===== src/rtl/mem_access_unit.sv =====
// Memory access stage: one handshaked access per command level, owns IR/MDR; optional MEM_TIMEOUT_EN no-ack guard.
// Latency: done 2 cycles after command with zero-wait memory, +1 per wait cycle; backpressure: busy holds controller.
module mem_access_unit #(
  parameter int ADDR_W         = 32,
  parameter int DATA_W         = 32,
  parameter int TIMEOUT_CYCLES = 16
) (
  input  logic              clk,
  input  logic              reset,
  input  logic              mem_read,
  input  logic              mem_write,
  input  logic              i_or_d,
  input  logic [ADDR_W-1:0] pc_in,
  input  logic [ADDR_W-1:0] alu_out_in,
  input  logic [DATA_W-1:0] wdata_in,
  output logic [DATA_W-1:0] ir_out,
  output logic [DATA_W-1:0] mdr_out,
  output logic              busy,
  output logic              done,
  output logic              mem_req,
  output logic              mem_we,
  output logic [ADDR_W-1:0] mem_addr,
  output logic [DATA_W-1:0] mem_wdata,
  input  logic [DATA_W-1:0] mem_rdata,
  input  logic              mem_ack,
  output logic              timeout_err
);

  typedef enum logic [1:0] {IDLE, ACCESS, HOLD} state_t;

  state_t            state_q, state_d;
  logic [DATA_W-1:0] ir_q, ir_d, mdr_q, mdr_d, wdata_q, wdata_d;
  logic [ADDR_W-1:0] addr_q, addr_d;
  logic              we_q, we_d, tgt_q, tgt_d, done_q, done_d;
  logic              tmo_hit;

`ifdef MEM_TIMEOUT_EN
  localparam int CNT_W = $clog2(TIMEOUT_CYCLES + 1);
  logic [CNT_W-1:0] cnt_q, cnt_d;
  logic             err_q, err_d;

  // Counter is reset on ACCESS entry and fires on the last allowed ACCESS cycle.
  always_comb begin
    cnt_d   = cnt_q;
    err_d   = err_q;
    tmo_hit = 1'b0;
    if (state_q == IDLE) begin
      cnt_d = '0;
    end else if (state_q == ACCESS && !mem_ack) begin
      if (cnt_q == CNT_W'(TIMEOUT_CYCLES - 1)) begin
        tmo_hit = 1'b1;
        err_d   = 1'b1;
      end else begin
        cnt_d = cnt_q + 1'b1;
      end
    end
  end

  always_ff @(posedge clk or negedge reset) begin
    if (!reset) begin
      cnt_q <= '0;
      err_q <= 1'b0;
    end else begin
      cnt_q <= cnt_d;
      err_q <= err_d;
    end
  end

  assign timeout_err = err_q;
`else
  logic unused_tmo_cfg;
  assign unused_tmo_cfg = |TIMEOUT_CYCLES;
  assign tmo_hit        = 1'b0;
  assign timeout_err    = 1'b0;
`endif

  always_comb begin
    state_d = state_q;
    ir_d    = ir_q;
    mdr_d   = mdr_q;
    wdata_d = wdata_q;
    addr_d  = addr_q;
    we_d    = we_q;
    tgt_d   = tgt_q;
    done_d  = 1'b0;
    case (state_q)
      IDLE: begin
        if (mem_read || mem_write) begin
          // Read wins when both commands are raised together.
          we_d    = mem_write & ~mem_read;
          addr_d  = i_or_d ? alu_out_in : pc_in;
          wdata_d = wdata_in;
          tgt_d   = i_or_d;
          state_d = ACCESS;
        end
      end
      ACCESS: begin
        if (mem_ack) begin
          if (!we_q) begin
            if (tgt_q) mdr_d = mem_rdata;
            else       ir_d  = mem_rdata;
          end
          done_d  = 1'b1;
          state_d = HOLD;
        end else if (tmo_hit) begin
          done_d  = 1'b1;
          state_d = HOLD;
        end
      end
      HOLD: begin
        // Wait for the command level to drop so a held level gives one access.
        if (!(mem_read || mem_write)) state_d = IDLE;
      end
      default: state_d = IDLE;
    endcase
  end

  always_ff @(posedge clk or negedge reset) begin
    if (!reset) begin
      state_q <= IDLE;
      ir_q    <= '0;
      mdr_q   <= '0;
      wdata_q <= '0;
      addr_q  <= '0;
      we_q    <= 1'b0;
      tgt_q   <= 1'b0;
      done_q  <= 1'b0;
    end else begin
      state_q <= state_d;
      ir_q    <= ir_d;
      mdr_q   <= mdr_d;
      wdata_q <= wdata_d;
      addr_q  <= addr_d;
      we_q    <= we_d;
      tgt_q   <= tgt_d;
      done_q  <= done_d;
    end
  end

  assign mem_req   = (state_q == ACCESS);
  assign busy      = (state_q == ACCESS);
  assign done      = done_q;
  assign mem_we    = we_q;
  assign mem_addr  = addr_q;
  assign mem_wdata = wdata_q;
  assign ir_out    = ir_q;
  assign mdr_out   = mdr_q;

endmodule


===== config.mk =====
export PLATFORM = sky130hd
export DESIGN_NAME = mem_access_unit
export DESIGN_NICKNAME = d
export VERILOG_FILES = /design/src/rtl/mem_access_unit.sv
export SDC_FILE = /design/constraint.sdc
export NUM_CORES = 1
export LEC_CHECK = 0
export CAP_MARGIN = 15
export CORE_ASPECT_RATIO = 0.8
export CORE_MARGIN = 2
export CORE_UTILIZATION = 42
export CTS_BUF_LIST = sky130_fd_sc_hd__clkbuf_2
export DETAILED_ROUTE_END_ITERATION = 8
export PLACE_DENSITY = 0.83
export REMOVE_ABC_BUFFERS = 1
export SETUP_SLACK_MARGIN = 0.05
export SLEW_MARGIN = 30
export SYNTH_ARGS = -nofsm -noshare
export SYNTH_HDL_FRONTEND = slang
export SYNTH_SLANG_ARGS = --single-unit

===== constraint.sdc =====
create_clock -name clk -period 1.8 [get_ports clk]
set_input_delay 0.36 -clock clk [delete_from_list [all_inputs] [get_ports clk]]
set_output_delay 0.36 -clock clk [all_outputs]
set_load 0.03 [all_outputs]

==> impl_metrics.toml, run 1 <==
[layout]
fin_nets = 816
drive_gt1_frac = 0.5986
fin_area_um2 = 9751
area_growth_pct = 78.25
nFillCells = 784
diodes = 0
fin_cells = 870

[setup_path]
critPathKind = "reg -> out"
reg2reg_depth = 7
cp-startpoint = "state_q[1]$_DFFE_PN0P_"
crit_chain = "nor2b_4, buf_6"
path_max_fanout = 3
arrival_ns = 1.53
reg2reg_slack_ns = -0.09
crit_required_ns = 1.44
crit_path_start_kind = "flop"
cpPeakStageDelay_ns = 0.46
slowest_stage = "dfrtp_1"
r2r-start = "state_q[1]$_DFFE_PN0P_"
cp-endpoint = "busy"
r2r-end = "mem_wdata[17]$_DFFE_PN0P_"
worstSetupEndpointType = "output port"

[floorplanning]
fp-row-count = 37
die_h_um = 106.1
ios = 267
core_um2 = 12780
die_area_um2 = 13960
initial_core_util = 0.4281
die_w_um = 131.6

[clock_network]
clockBufferDepth = 2
htreeDepth = 4
numCtsBuffers = 17
clock_latency_ns = 0.70
clkTransAtPathRegs_ns = 0.20
cts_tree = "done"
cts_root_buffer = "clkbuf_2"
cts_sinks = 133

[placement]
port_buffers = 265
post_dp_cell_area_um2 = 8467
post-dp-hpwl_mm = 10.58
dp_slack_ns = -0.3796
placed_cells = 767
gp_congestion = 0.7764

[sta]
min_period_ns = 1.887
setup_ws_ns = -0.08712
timing.hold.ws_ns = 0.2284
grt_setup_unrepaired = "true"
max_freq_mhz = 529.9
worst_pin_slew_ns = 0.6968
hold_viol = 0
slew_headroom = 0.5340
setup_violations = 125
skew_ns = 0.01936
finalCritPeriodShare = 1.048
drv_slew = 0

[routing]
routed_wl_mm = 17.02
ant_nets = 0
dr.pass1.iters = 4
viasPerCell = 4.786
drt_iter0_drc = 177
drc = 0
wire_per_inst_um = 19.56
via_count = 4164

[grt]
grt_overflow = 0
grt_first_pass_wirelength_mm = 23.37
grt_pass1_vias = 4318
grt_usage = 0.2179
antenna_found_initial = 0
grt_max_degree = 59

[yosys]
syn-instance-count = 329
synth_area_leaders = "dfrtp_1, mux2_2, mux2_4"
synth_area_leader_cell = "dfrtp_1"
ys_types = 20
syn-mean-instance-area_um2 = 16.63
synth_area_um2 = 5470
ys_ff_latch = 133
ys.warnings.count = 0
synth_top_area_frac = 0.6084
yosysSeqAreaShare = 0.6084

[status]
status = "finished with violations"
violations = "setup timing"

[worst_hold_path]
hold_class = "in -> async"

[power]
cellLeakagePower_nw = 4.562
power_per_cell_area_nw_per_um2 = 2009
peakVddDrop_mv = 1.242
power_mw = 19.59

[run]
maxCapViolations = 0
[worst max-delay path: cells and delay by family (launching register included)]
family,cells,cell delay (ns)
buffers and inverters,1,0.16
flip-flops,1,0.46
AND/OR/NAND/NOR,1,0.21
[metrics by stage]
step           TNS [ns]    util
2_1_floorplan   -287.38       -
3_3_place_gp     -27.82  0.6627
3_5_place_dp     -30.04  0.6627
4_1_cts         -0.3042  0.6539
5_1_grt          -11.30  0.7631
6_report         -4.260  0.7631
[flip-flops by register name, indices dropped and copies added, names as in the netlist]
signal and flops:
mem_wdata 32, state_q 2, ir_out 32, mem_addr 32
mem_we 1, tgt_q 1, done 1, mdr_out 32
[cells by family after synthesis]
kind of cell,after synthesis,share of synthesized area
AND/OR/NAND/NOR,8,0.01167
buffers and inverters,22,0.02310
other,1,0.0006855
multiplexers,161,0.3520
flip-flops,133,0.6084
AO/OA/AOI/OAI,4,0.004117
[synthesized netlist by cell type]
master,number
buf_4,2
conb_1,1
a21o_1,1
dfrtp_1,133
nor3_1,1
nor2b_1,1
buf_6,3
buf_2,11
mux2_2,128
mux2_1,3
nor3_2,1
a21oi_1,2
nand3b_4,1
or3b_1,1
clkbuf_1,4
inv_1,2
mux2_4,30
nand2b_1,1
o21ai_0,1
nor2_1,2
[worst min path at each step]
| stage | startpoint | endpoint | slack, ns | depth (start not counted) |
|---|---|---|---|---|
| floorplan | reset | done$_DFF_PN0_ | 0.06 | 0 |
| global placement | reset | mem_wdata[2]$_DFFE_PN0P_ | 0.26 | 1 |
| detailed placement | reset | mem_wdata[3]$_DFFE_PN0P_ | 0.27 | 1 |
| CTS | reset | mdr_out[14]$_DFFE_PN0P_ | 0.15 | 3 |
| global route | reset | mem_wdata[11]$_DFFE_PN0P_ | 0.14 | 3 |
| finish | reset | mem_wdata[23]$_DFFE_PN0P_ | 0.23 | 3 |
[area by class of cell]
cell class                 count  area (um^2)  share of cell area
sequential                   133         3329              0.3415
multi-input combinational    174         2152              0.2207
clock buffer                  18        90.09            0.009239
inverter                       2        7.507           0.0007699
timing repair buffer         354         3792              0.3889
clock inverter                14        160.2             0.01643
tap                          175        219.0             0.02246
[layer usage]
metal | vias up | share of wire | track usage
li1 | 1878 | - | -
met1 | 2087 | 0.40 | 0.2580
met2 | 167 | 0.51 | 0.3594
met3 | 32 | 0.062 | 0.07392
met4 | 0 | 0.027 | 0.1048
met5 | - | 0 | 0
[power by group]
group,internal [mW],switching [mW]
registers,4.50,1.09
clock network,0.767,1.14
logic,6.51,5.59
total,11.8,7.81
[placed cells by master (no fill, tap or decap), types with 10 or more instances in the layout]
| master | instances |
|---|---|
| dfrtp_1 | 132 |
| clkdlybuf4s50_1 | 132 |
| buf_6 | 117 |
| mux2_2 | 102 |
| buf_4 | 68 |
| mux2_4 | 59 |
| clkbuf_2 | 18 |
| clkbuf_16 | 10 |
[repair_timing]
| item | 4_1_cts | 5_1_grt |
|---|---|---|
| cloned | 2 | 13 |
| hold endpoints to repair | 133 | 0 |
| setup endpoints to repair | 134 | 250 |
| hold buffers | 3 | 0 |
| setup buffers | 9 | 44 |
| pin swaps | 2 | 2 |
| gates resized for setup | 702 | 368 |
(Power assumes the default switching activity.)
==> run 2, diff against run 1 <==
CELL_PAD_IN_SITES_DETAIL_PLACEMENT = 0   (was unset)
CELL_PAD_IN_SITES_GLOBAL_PLACEMENT = 2   (was unset)
CORE_UTILIZATION = 26   (was 42)
CTS_BUF_LIST = unset   (was sky130_fd_sc_hd__clkbuf_2)
PLACE_DENSITY = unset   (was 0.83)
PLACE_DENSITY_LB_ADDON = 0.1   (was unset)
==> impl_metrics.toml, run 2 (synthesis gave the netlist of run 1 again) <==
[floorplanning]
initial_core_util = 0.2650
die_area_um2 = 22220
die_w_um = 166.2
core_um2 = 20640
ios = 267
fp-row-count = 47
die_h_um = 133.7

[layout]
final_common_cell = "dfrtp_1"
nFillCells = 1923
post-route-util = 0.4384
multi_input_area_um2 = 2034
fin_cells = 893
drive_gt1_frac = 0.3413
fin_nets = 745
fin_area_um2 = 9050
layout.area.seq_um2 = 3328
layout_common_cells = "dfrtp_1, clkdlybuf4s50_1, dlygate4sd2_1"
area_growth_pct = 65.44
diodes = 0

[clock_network]
numCtsBuffers = 17
cts_root_buffer = "clkbuf_16"
cts_sinks = 133
cts_tree = "done"
clockBufferDepth = 2
clkTransAtPathRegs_ns = 0.06
cts_setup_buffers = 0
clock_latency_ns = 0.41
htreeDepth = 4

[grt]
grt_overflow = 0
grt_pass1_vias = 4034
grt_first_pass_wirelength_mm = 23.58
antenna_found_initial = 0
grt_usage = 0.1369
grt_max_degree = 43

[worst_hold_path]
hold_depth = 3
hold_class = "in -> reg"

[setup_path]
slowest_stage = "or3b_2"
path_max_fanout = 24
worstSetupEndpointType = "flop"
crit_path_start_kind = "flop"
arrival_ns = 1.97
crit_cells = 4
reg2reg_depth = 4
critPathKind = "reg -> reg"
cpPeakStageDelay_ns = 0.52
crit_required_ns = 2.09
crit_family = "simple AND/OR/NAND/NOR gates"
crit_buf_inv = 1
crit_chain = "nand3b_4, or3b_2, buf_12, mux2_4"

[status]
status = "finished, final reports clean"

[power]
power_mw = 17.52
peakVddDrop_mv = 0.8091
power_per_cell_area_nw_per_um2 = 1936
cellLeakagePower_nw = 4.128

[routing]
dr.pass1.iters = 5
wire_per_inst_um = 16.58
via_count = 3742
viasPerCell = 4.190
drt_iter0_drc = 132
routed_wl_mm = 14.81
ant_nets = 0
drc = 0

[placement]
port_buffers = 265
gp_congestion = 0.7719
placed_cells = 860
post_dp_cell_area_um2 = 8588
post-dp-hpwl_mm = 10.97
dp_slack_ns = -0.3565

[sta]
skew_ns = 0.01133
grt_setup_unrepaired = "false"
drv_slew = 0
finalCritPeriodShare = 0.9367
min_period_ns = 1.686
setup_ws_ns = 0.1140
timing.hold.ws_ns = 0.2994
hold_viol = 0
fin_tns_setup_ns = 0
max_freq_mhz = 593.1
setup_violations = 0

[run]
maxCapViolations = 0
==> run 2: worst paths after layout <==
| path | startpoint | end | slack (ns) |
|---|---|---|---|
| max | state_q[1]$_DFFE_PN0P_ | mdr_out[18]$_DFFE_PN0P_ | 0.11 |
| min | mem_ack | state_q[0]$_DFFE_PN0P_ | 0.30 |
| max reg2reg | state_q[1]$_DFFE_PN0P_ | mdr_out[18]$_DFFE_PN0P_ | 0.11 |
| min reg2reg | ir_out[0]$_DFFE_PN0P_ | ir_out[0]$_DFFE_PN0P_ | 0.48 |
| max in group asynchronous | reset | ir_out[18]$_DFFE_PN0P_ | 0.83 |
| min in group asynchronous | reset | mem_wdata[25]$_DFFE_PN0P_ | 0.39 |
==> run 2: power by group <==
| part | switching [mW] | leakage, nW | internal [mW] |
|---|---|---|---|
| logic | 4.95 | 2.25 | 3.77 |
| clock network | 1.36 | 0.295 | 2.21 |
| registers | 0.726 | 1.58 | 4.52 |
==> run 2: worst reg2reg max path: stages, from the launching register on <==
cell and delay (ns):
dfrtp_1 0.38, nand3b_4 0.15, or3b_2 0.52, buf_12 0.20, mux2_4 0.33
==> run 2: timing repair <==
item | 4_1_cts | 5_1_grt
gates resized for setup | 131 | 2
hold buffers | 1 | 0
hold endpoints to repair | 24 | 0
pin swaps | 0 | 0
setup endpoints to repair | 132 | 3
==> run 2: per-layer routing <==
metal	GRT usage	vias to the layer above	wire length (um)
met4	0.05024	0	236
met2	0.2308	130	7487
met1	0.1613	1858	6055
li1	-	1738	-
met3	0.04961	16	1025
met5	0	-	0
==> run 2: area by class of cell <==
| type | count | area share |
|---|---|---|
| flip-flops and latches | 133 | 0.3678 |
| repair buffers | 283 | 0.3026 |
| multi-input cells | 174 | 0.2248 |
| clock buffers | 19 | 0.04784 |
| well taps | 269 | 0.03719 |
| clock inverters | 13 | 0.01894 |
| inverters | 2 | 0.0008295 |
